## src/rtl/mpu_sampler_pkg.sv

```systemverilog
// Shared definitions for the MPU6050 sampling controller: FSM states, frame
// layout and the burst start register.
package mpu_sampler_pkg;

  typedef enum logic [2:0] {
    S_INIT_REQ,
    S_INIT_WAIT,
    S_ARMED,
    S_XFER_REQ,
    S_COLLECT,
    S_PUBLISH,
    S_FATAL
  } state_t;

  localparam int FRAME_BYTES = 14;
  localparam int NUM_WORDS   = FRAME_BYTES / 2;

  localparam int W_AX = 0;
  localparam int W_AY = 1;
  localparam int W_AZ = 2;
  localparam int W_T  = 3;
  localparam int W_GX = 4;
  localparam int W_GY = 5;
  localparam int W_GZ = 6;

  // First register of the burst (ACCEL_XOUT_H); must match the mpu block.
  localparam logic [7:0] MPU_BURST_ADDR = 8'h3B;

  function automatic logic [15:0] be_word(input logic [7:0] hi, input logic [7:0] lo);
    return {hi, lo};
  endfunction

endpackage

```

## src/rtl/mpu_sampler_rate_tick.sv

```systemverilog
// Free-running divider: one-cycle tick every DIV clocks, phase set by reset.
module rate_tick #(
  parameter int DIV = 100_000
) (
  input  logic clk,
  input  logic rst_n,
  output logic tick
);

  localparam int CW = $clog2(DIV);
  localparam logic [CW-1:0] LOAD = CW'(DIV - 1);

  logic [CW-1:0] cnt;

  always_ff @(posedge clk or negedge rst_n) begin
    if (!rst_n)          cnt <= LOAD;
    else if (cnt == '0)  cnt <= LOAD;
    else                 cnt <= cnt - 1'b1;
  end

  assign tick = (cnt == '0);

endmodule

```

## src/rtl/mpu_sampler.sv

```systemverilog
// Periodic MPU6050 sampler: one-time init, rate-driven burst reads, and atomic
// publication of the seven big-endian sensor words.
//
// state       | meaning
// INIT_REQ    | pulse mpu_init, arm init timeout
// INIT_WAIT   | wait for init_done; retry or give up on timeout
// ARMED       | idle, waiting for an accepted rate tick
// XFER_REQ    | tick accepted but mpu busy; request once busy_now drops
// COLLECT     | gather burst bytes into the shadow buffer
// PUBLISH     | frame_valid cycle, outputs hold the new frame
// FATAL       | init retries exhausted, only reset leaves
module mpu_sampler
  import mpu_sampler_pkg::*;
#(
  parameter int CLK_HZ      = 50_000_000,
  parameter int SAMPLE_HZ   = 500,
  parameter int TIMEOUT_CYC = 100_000,
  parameter int INIT_RETRY  = 3
) (
  input  logic        clk,
  input  logic        rst_n,
  input  logic        enable,
  output logic        mpu_init,
  output logic        mpu_transfer,
  input  logic        init_done,
  input  logic        busy_now,
  input  logic        data_avalid,
  input  logic [7:0]  data,
  output logic [15:0] accel_x,
  output logic [15:0] accel_y,
  output logic [15:0] accel_z,
  output logic [15:0] temp,
  output logic [15:0] gyro_x,
  output logic [15:0] gyro_y,
  output logic [15:0] gyro_z,
  output logic        frame_valid,
  output logic [15:0] frame_cnt,
  output logic        overrun,
  output logic [7:0]  err_cnt,
  output logic        fatal
);

  localparam int DIV = CLK_HZ / SAMPLE_HZ;
  localparam int TW  = $clog2(TIMEOUT_CYC + 1);
  localparam int RW  = $clog2(INIT_RETRY + 1);
  localparam logic [TW-1:0] TMR_LOAD  = TW'(TIMEOUT_CYC - 1);
  localparam logic [RW-1:0] RETRY_MAX = RW'(INIT_RETRY - 1);
  localparam logic [3:0]    LAST_IDX  = 4'(FRAME_BYTES - 1);

  state_t        state;
  logic          tick;
  logic [TW-1:0] tmr;
  logic [RW-1:0] retry;
  logic [3:0]    idx;
  logic [15:0]   shadow [NUM_WORDS];

  rate_tick #(.DIV(DIV)) u_rate_tick (
    .clk  (clk),
    .rst_n(rst_n),
    .tick (tick)
  );

  always_ff @(posedge clk or negedge rst_n) begin
    if (!rst_n) begin
      state        <= S_INIT_REQ;
      tmr          <= '0;
      retry        <= '0;
      idx          <= '0;
      for (int i = 0; i < NUM_WORDS; i++) shadow[i] <= '0;
      mpu_init     <= 1'b0;
      mpu_transfer <= 1'b0;
      accel_x      <= '0;
      accel_y      <= '0;
      accel_z      <= '0;
      temp         <= '0;
      gyro_x       <= '0;
      gyro_y       <= '0;
      gyro_z       <= '0;
      frame_valid  <= 1'b0;
      frame_cnt    <= '0;
      overrun      <= 1'b0;
      err_cnt      <= '0;
      fatal        <= 1'b0;
    end else begin
      mpu_init     <= 1'b0;
      mpu_transfer <= 1'b0;
      frame_valid  <= 1'b0;

      if (tick && (state == S_XFER_REQ || state == S_COLLECT || state == S_PUBLISH))
        overrun <= 1'b1;

      case (state)
        S_INIT_REQ: begin
          mpu_init <= 1'b1;
          tmr      <= TMR_LOAD;
          state    <= S_INIT_WAIT;
        end
        S_INIT_WAIT: begin
          if (init_done) begin
            state <= S_ARMED;
          end else if (tmr == '0) begin
            if (retry == RETRY_MAX) begin
              fatal <= 1'b1;
              state <= S_FATAL;
            end else begin
              retry <= retry + 1'b1;
              state <= S_INIT_REQ;
            end
          end else begin
            tmr <= tmr - 1'b1;
          end
        end
        // An idle engine lets the request go out directly from ARMED so
        // mpu_transfer lands in the cycle right after the tick.
        S_ARMED, S_XFER_REQ: begin
          if (state == S_XFER_REQ || (tick && enable)) begin
            if (!busy_now) begin
              mpu_transfer <= 1'b1;
              idx          <= '0;
              tmr          <= TMR_LOAD;
              state        <= S_COLLECT;
            end else begin
              state <= S_XFER_REQ;
            end
          end
        end
        S_COLLECT: begin
          if (data_avalid && idx == LAST_IDX) begin
            accel_x     <= shadow[W_AX];
            accel_y     <= shadow[W_AY];
            accel_z     <= shadow[W_AZ];
            temp        <= shadow[W_T];
            gyro_x      <= shadow[W_GX];
            gyro_y      <= shadow[W_GY];
            gyro_z      <= be_word(shadow[W_GZ][15:8], data);
            frame_valid <= 1'b1;
            frame_cnt   <= frame_cnt + 1'b1;
            state       <= S_PUBLISH;
          end else begin
            if (data_avalid) begin
              if (!idx[0]) shadow[idx[3:1]][15:8] <= data;
              else         shadow[idx[3:1]][7:0]  <= data;
              idx <= idx + 1'b1;
            end
            if (tmr == '0) begin
              if (err_cnt != 8'hFF) err_cnt <= err_cnt + 1'b1;
              state <= S_ARMED;
            end else begin
              tmr <= tmr - 1'b1;
            end
          end
        end
        S_PUBLISH: state <= S_ARMED;
        S_FATAL:   fatal <= 1'b1;
        default:   state <= S_INIT_REQ;
      endcase
    end
  end

endmodule

```

## config.mk

```make
export PLATFORM = sky130hd
export DESIGN_NAME = mpu_sampler
export DESIGN_NICKNAME = d
export VERILOG_FILES = /design/src/rtl/mpu_sampler_pkg.sv /design/src/rtl/mpu_sampler_rate_tick.sv /design/src/rtl/mpu_sampler.sv
export SDC_FILE = /design/constraint.sdc
export NUM_CORES = 1
export LEC_CHECK = 0
export CAP_MARGIN = 40
export CORE_MARGIN = 10
export CORE_UTILIZATION = 30
export CTS_CLUSTER_SIZE = 28
export DETAILED_ROUTE_END_ITERATION = 7
export PLACE_DENSITY = 0.48
export SLEW_MARGIN = 10
export SYNTH_ARGS = -nofsm -noshare
export SYNTH_HDL_FRONTEND = slang
export SYNTH_HIERARCHICAL = 1
export SYNTH_SLANG_ARGS = --single-unit
```

## constraint.sdc

```tcl
create_clock -name clk -period 4.8 [get_ports clk]
set_clock_uncertainty 0.2 [all_clocks]
set_input_delay 0.48 -clock clk [delete_from_list [all_inputs] [get_ports clk]]
set_output_delay 0.48 -clock clk [all_outputs]
set_load 0.1 [all_outputs]
```

Word-level counts from Yosys, hierarchy flattened --
Index checks and enable logic that the tools add are counted.
Word-level totals: bits in latches 0, register bits after elaboration 296, memories kept 0, output and inout port bits 141, logic and storage cells 116, ROM bits 0, bits in writable memories 0
Cells by class: multiply operators 0, reductions and logical operators 22, shift operators 0, multiplexer cells 37, divide/modulo/power cells 0, equal/unequal tests 18, order comparisons 2, bitwise gates (word level) 5, $add $sub $neg 6
Operators by type and width (number):
- $bwmux W112 | 2
- $mux W112 | 1
- $mux W17 | 6
- $demux W16 S3 | 2
- $pmux W17 S4 | 1
- $logic_not A17 Y1 | 2
- $sub A17 B1 Y17 const B | 2
- $mux W3 | 7
- $pmux W3 S6 | 1
- $add A16 B1 Y16 const B | 1
- $mux W16 | 1
- $mux W4 | 4
- $reduce_and A4 Y1 | 4
- $ne A2 B2 Y1 const B | 7
- $reduce_and A5 Y1 | 2
- $eq A3 B3 Y1 const B | 3
- $mux W1 | 9
- $add A8 B1 Y8 const B | 1
- $mux W8 | 1
- $ne A8 B8 Y1 const B | 1
- $pmux W4 S2 | 1
- $eq A3 B2 Y1 const B | 2
- $add A4 B1 Y4 const B | 1
- $eq A4 B4 Y1 const B | 1
- other kinds (18) | 27

Logic depth before layout (Yosys ltp) --
word-level depth 7, depth in mapped cells 10, mapped depth without buffers 10

Modules after synthesis --
The synthesis kept the hierarchy.
Modules (own cells, without submodules):
- mpu_sampler | times used 1, cells an instance 1008, sequential area each 6781.5 µm², area an instance 11001.8 µm²
- rate_tick | times used 1, cells an instance 84, sequential area each 437.9 µm², area an instance 887.1 µm²

Worst setup path after synthesis --
No wires, ideal clock.
path type reg2reg, from register idx[1], to register accel_y[0], setup slack 2.269 ns, arrival time 2.263 ns, stages on the path, launching flop included 11, setup time 0.068 ns, path buffers 4, cell sequence dfrtp_1 clkbuf_1 inv_1 ha_1 and4_1 nand3_1 clkbuf_1 clkbuf_1 buf_1 nand2_1 nand2_1
On the way: cells in the longest elaborated chain, start to end 3
RTL lines:
- from (decl) | line mpu_sampler.sv:54 | logic [3:0] idx;
- from (signal assigned) | line mpu_sampler.sv:143 | idx <= idx + 1'b1;
- $eq A4 B4 Y1 | line mpu_sampler.sv:128 | if (data_avalid && idx == LAST_IDX) begin
- $logic_and A1 B1 Y1 | line mpu_sampler.sv:128
- $reduce_and A2 Y1 (no source line)
- to (signal assigned) | line mpu_sampler.sv:130 | accel_y <= shadow[W_AY];
- to (decl) | line mpu_sampler.sv:30 | output logic [15:0] accel_y,
No other way between the ends. A chain may end at the register's enable or synchronous reset.

Worst setup path in the final report --
from register tmr[0], to register state[2]
On the way: cells in the longest elaborated chain, start to end 3, elaborated cells between the ends (all ways) 4, classes of those cells eq/ne (2); reduce/logical (2)
RTL lines:
- from (decl) | line mpu_sampler.sv:52 | logic [TW-1:0] tmr;
- from (signal assigned) | line mpu_sampler.sv:110 | tmr <= tmr - 1'b1;
- from (signal assigned) | line mpu_sampler.sv:149 | tmr <= tmr - 1'b1;
- $logic_not A17 Y1 (*) | line mpu_sampler.sv:101, mpu_sampler.sv:145
- $ne A3 B1 Y1 (no source line) or $ne A3 B3 Y1 (tied branches)
- $reduce_and A4 Y1 (no source line) (*)
- to (signal assigned) | line mpu_sampler.sv:100 | state <= S_ARMED;
- to (signal assigned) | line mpu_sampler.sv:104 | state <= S_FATAL;
- to (signal assigned) | line mpu_sampler.sv:147 | state <= S_ARMED;
- to (decl) | line mpu_sampler.sv:50 | state_t state;
Every way passes the cells marked *; elsewhere a longest branch is shown, timed or not.

==> metrics.txt <==
required time at the endpoint of the critical path=5.02 ns; category of the worst setup path capture point=register; layout-stage area growth over the synthesis result=48.7%; final weighted congestion in routability-driven placement=0.786; share of power burned in combinational logic=6.6%; slack of the critical path=1.76 ns; synthesis-stage register bit count=288; Starting DRT DRC Count=450; setup repair after global routing missed its margin=false; Wirelength per Cell=17.2 um; top flip-flop cell by instance count after synthesis=dfrtp_1; fraction of power spent switching nets=23.5%; total count of hold-check failures in the final report=0; cell count after placement=1870; Worst-path clk slew=0.06 ns; number of resized instances in the post-cts repair step=0; H-tree depth=2; area of the die=0.0480 mm2; setup slack after placement=1.50 ns; share of layout cells above drive strength 1=25.1%; cts bufs inserted=34; Die Wd=219 um; number of global-route vias before repair=9280; combined area of all synthesized cells=0.0119 mm2; total setup violations reported at the end of the flow=0; upper clock frequency limit=329 MHz; transition time of the tightest slew-check pin=0.879 ns; minimum clock period after layout=3.04 ns; commonest non-fill, non-tap cell in the layout=nand2_1; final max-slew violation count=0; Post-Syn Area per Cell=10.9 um2; total power=5.54 mW; share of total power in sequential cells=47.3%; R2R setup slack=1.76 ns; hold path start=shadow[14]; Pre-antenna DRT Iters=4; Yosys top cell by area=dfrtp_1; max-capacitance violation count=0; global router's overall resource usage=13.9%; aggregate global routing overflow=0; Relative slew margins=40.6%; class of the most critical hold timing path=reg2reg; Critical Path Start Type=register; number of I/O port buffers=154; FP Rows=72; period utilisation layout=63.3%; leading post-synthesis cells by cell area=dfrtp_1, nand2_1, mux2_2, dfstp_2, xnor2_1; number of antenna violations at the first check in global routing=0; top fanout value on the critical path=11; Worst Hold Path Cells=2; Synth cell types=65; largest net degree at the start of global routing=102; endpoint of the worst hold-timing path=gyro_z[14]; clk sink count=288; dominant delay contributor by cell family on the critical path=simple AND/OR/NAND/NOR gates; wire length after detailed routing=33.2 mm; post-detailed-route DRC marker count=0; commonest cells after routing, fill and taps aside=nand2_1, dfrtp_1, clkdlybuf4s50_1; overall via count from detail_route=8814; data arrival at the endpoint of the critical path=3.26 ns; Synth Net Count=1114; sequential area share after synthesis=60.7%; worst hold slack=0.256 ns; Setup Buffers After CTS=0; root cell of the clock tree=clkbuf_16; Pleak=8.47 nW; result of the run=finished clean; number of buffers between clock root and the deepest sink=3; top-area cell type share of the netlist area=58.5%; dpl hpwl=23.1 mm; Synthesis Warnings=6; worst-case vdd ir drop=0.220 mV; clock share of power=46.1%; post-detailed-route count of antenna-violating nets=0; Top-Level Pins=155; capture point of the worst reg-to-reg path=state[2]; Floorplan Core Area=0.0389 mm2; critical register-to-register path startpoint=tmr[0]; Final Instance Count excl. Fillers=1931; pwr/cell area=314 mW/mm2; cell internal pwr=4.24 mW; Worst Reg2Reg Path Length in Cells=7; clock latency at the later pin of the worst-skew pair=0.51 ns; Chip Height=219 um; switching power total=1.30 mW; # fillers=3610; CTS tree=built; slowest cell on the critical path=nor4b_1; final layout net count=1411; ordered cell list for the critical path=inv_1 > ha_1 > nor4b_1 > nand3_1 > o21ai_0 > a21oi_1 > a31oi_1; Post-Synthesis Cells=1092; Worst path max stage delay=0.74 ns; Initial Utilization=30.5%; fraction of registers with async set/reset=100%; detail-routed via count per cell=4.56; number of enable flip-flop cells after synthesis=0; wire length of the first global-routing pass=53.6 mm; Crit path buffers/inverters=1; setup total negative slack=0 ns; critical setup path kind=reg2reg
==> registers in the layout, summed over array words and instances, names as in the netlist, 2 cells and up <==
name             flops
shadow             104
tmr                 17
u_rate_tick/cnt     17
accel_x             16
accel_y             16
accel_z             16
frame_cnt           16
gyro_x              16
gyro_y              16
gyro_z              16
temp                16
err_cnt              8
idx                  4
state                3
retry                2
==> metrics by stage <==
| step | util [%] | area (um2) |
|---|---|---|
| after floorplan | - | 11900 |
| after global routing | 45.4 | 17700 |
| after global placement | 35.9 | 14000 |
| after CTS | 45.4 | 17700 |
| after detailed placement | 42.6 | 16600 |
| final | 45.4 | 17700 |
==> power groups by stage <==
stage,combinational (mW),clock (mW),sequential (mW)
2_1_floorplan,0.238,0,2.63
3_3_place_gp,0.353,0,2.66
3_5_place_dp,0.374,0,2.66
4_1_cts,0.374,2.64,2.62
5_1_grt,0.408,2.74,2.63
6_report,0.366,2.56,2.62
==> tightest hold or removal path: cells and delay by family (launching register included) <==
kind	cells	cell delay, ns
simple gates	2	0.09
flops	1	0.34
==> layout make-up <==
type | count | area [um2] | share of cell area, %
Clock buffer | 49 | 968 | 5.48
Clock inverter | 10 | 135 | 0.764
Timing Repair Buffer | 310 | 4220 | 23.8
Tap cell | 518 | 648 | 3.67
Antenna cell | 1 | 2.50 | 0.0142
Multi-Input combinational cell | 742 | 4440 | 25.1
Sequential cell | 288 | 7220 | 40.8
Inverter | 13 | 51.3 | 0.290
==> cells by family (layout without fill, tap and decap cells) <==
| group | count (synthesis) | in the layout | synth area share (%) |
|---|---|---|---|
| compound gates | 68 | 68 | 3.66 |
| xor+xnor | 36 | 36 | 2.65 |
| fa+ha+maj | 8 | 8 | 0.842 |
| buf+inv | 62 | 382 | 2.06 |
| flops | 288 | 288 | 60.7 |
| mux | 112 | 112 | 10.8 |
| other cells | 0 | 1 | 0 |
| simple gates | 518 | 518 | 19.2 |
==> repair_timing <==
action,4_1_cts,5_1_grt
endpoints found under the setup margin,0,0
hold buffers,1,0
hold endpoints to repair,97,0
==> cells in the mapped netlist (3+ instances only) <==
cell type and number:
mux2_2 101, nand2_1 375, nand4_1 11, dfrtp_1 278, nand4b_1 4, o21ai_0 21, and3_1 5, buf_1 4
nor4b_1 4, nor2_1 30, nor3_1 16, buf_2 3, or3_1 5, nand3_1 17, inv_1 13, nor4_1 7
a31oi_1 3, mux2i_1 3, clkbuf_1 40, nor2_2 7, a21oi_1 17, or3b_2 3, dfstp_2 10, o31ai_1 3
nor3_2 4, ha_1 8, a211o_1 3, nand2b_1 5, xor2_1 18, mux2_4 8, o21a_1 4, nor2b_1 3
xnor2_1 18
==> worst max path at each step <==
stage               slack, ns  cells after the start        start         end
floorplan                2.27                     10       idx[1]  accel_y[0]
detailed placement       1.50                      7  data_avalid   gyro_z[6]
global route             1.35                      7       tmr[0]    state[2]
finish                   1.76                      7       tmr[0]    state[2]
global placement         1.57                      7  data_avalid   gyro_z[6]
CTS                      1.72                      8       idx[1]   gyro_z[6]
==> metal layers <==
layer	up-vias	GRT usage, %	share of wire [%]
li1	4249	-	-
met1	4359	19.2	48
met2	165	21.8	46
met3	41	2.89	4.4
met4	0	3.47	1.6
met5	-	0	0
Power figures use the tool's default switching activity.
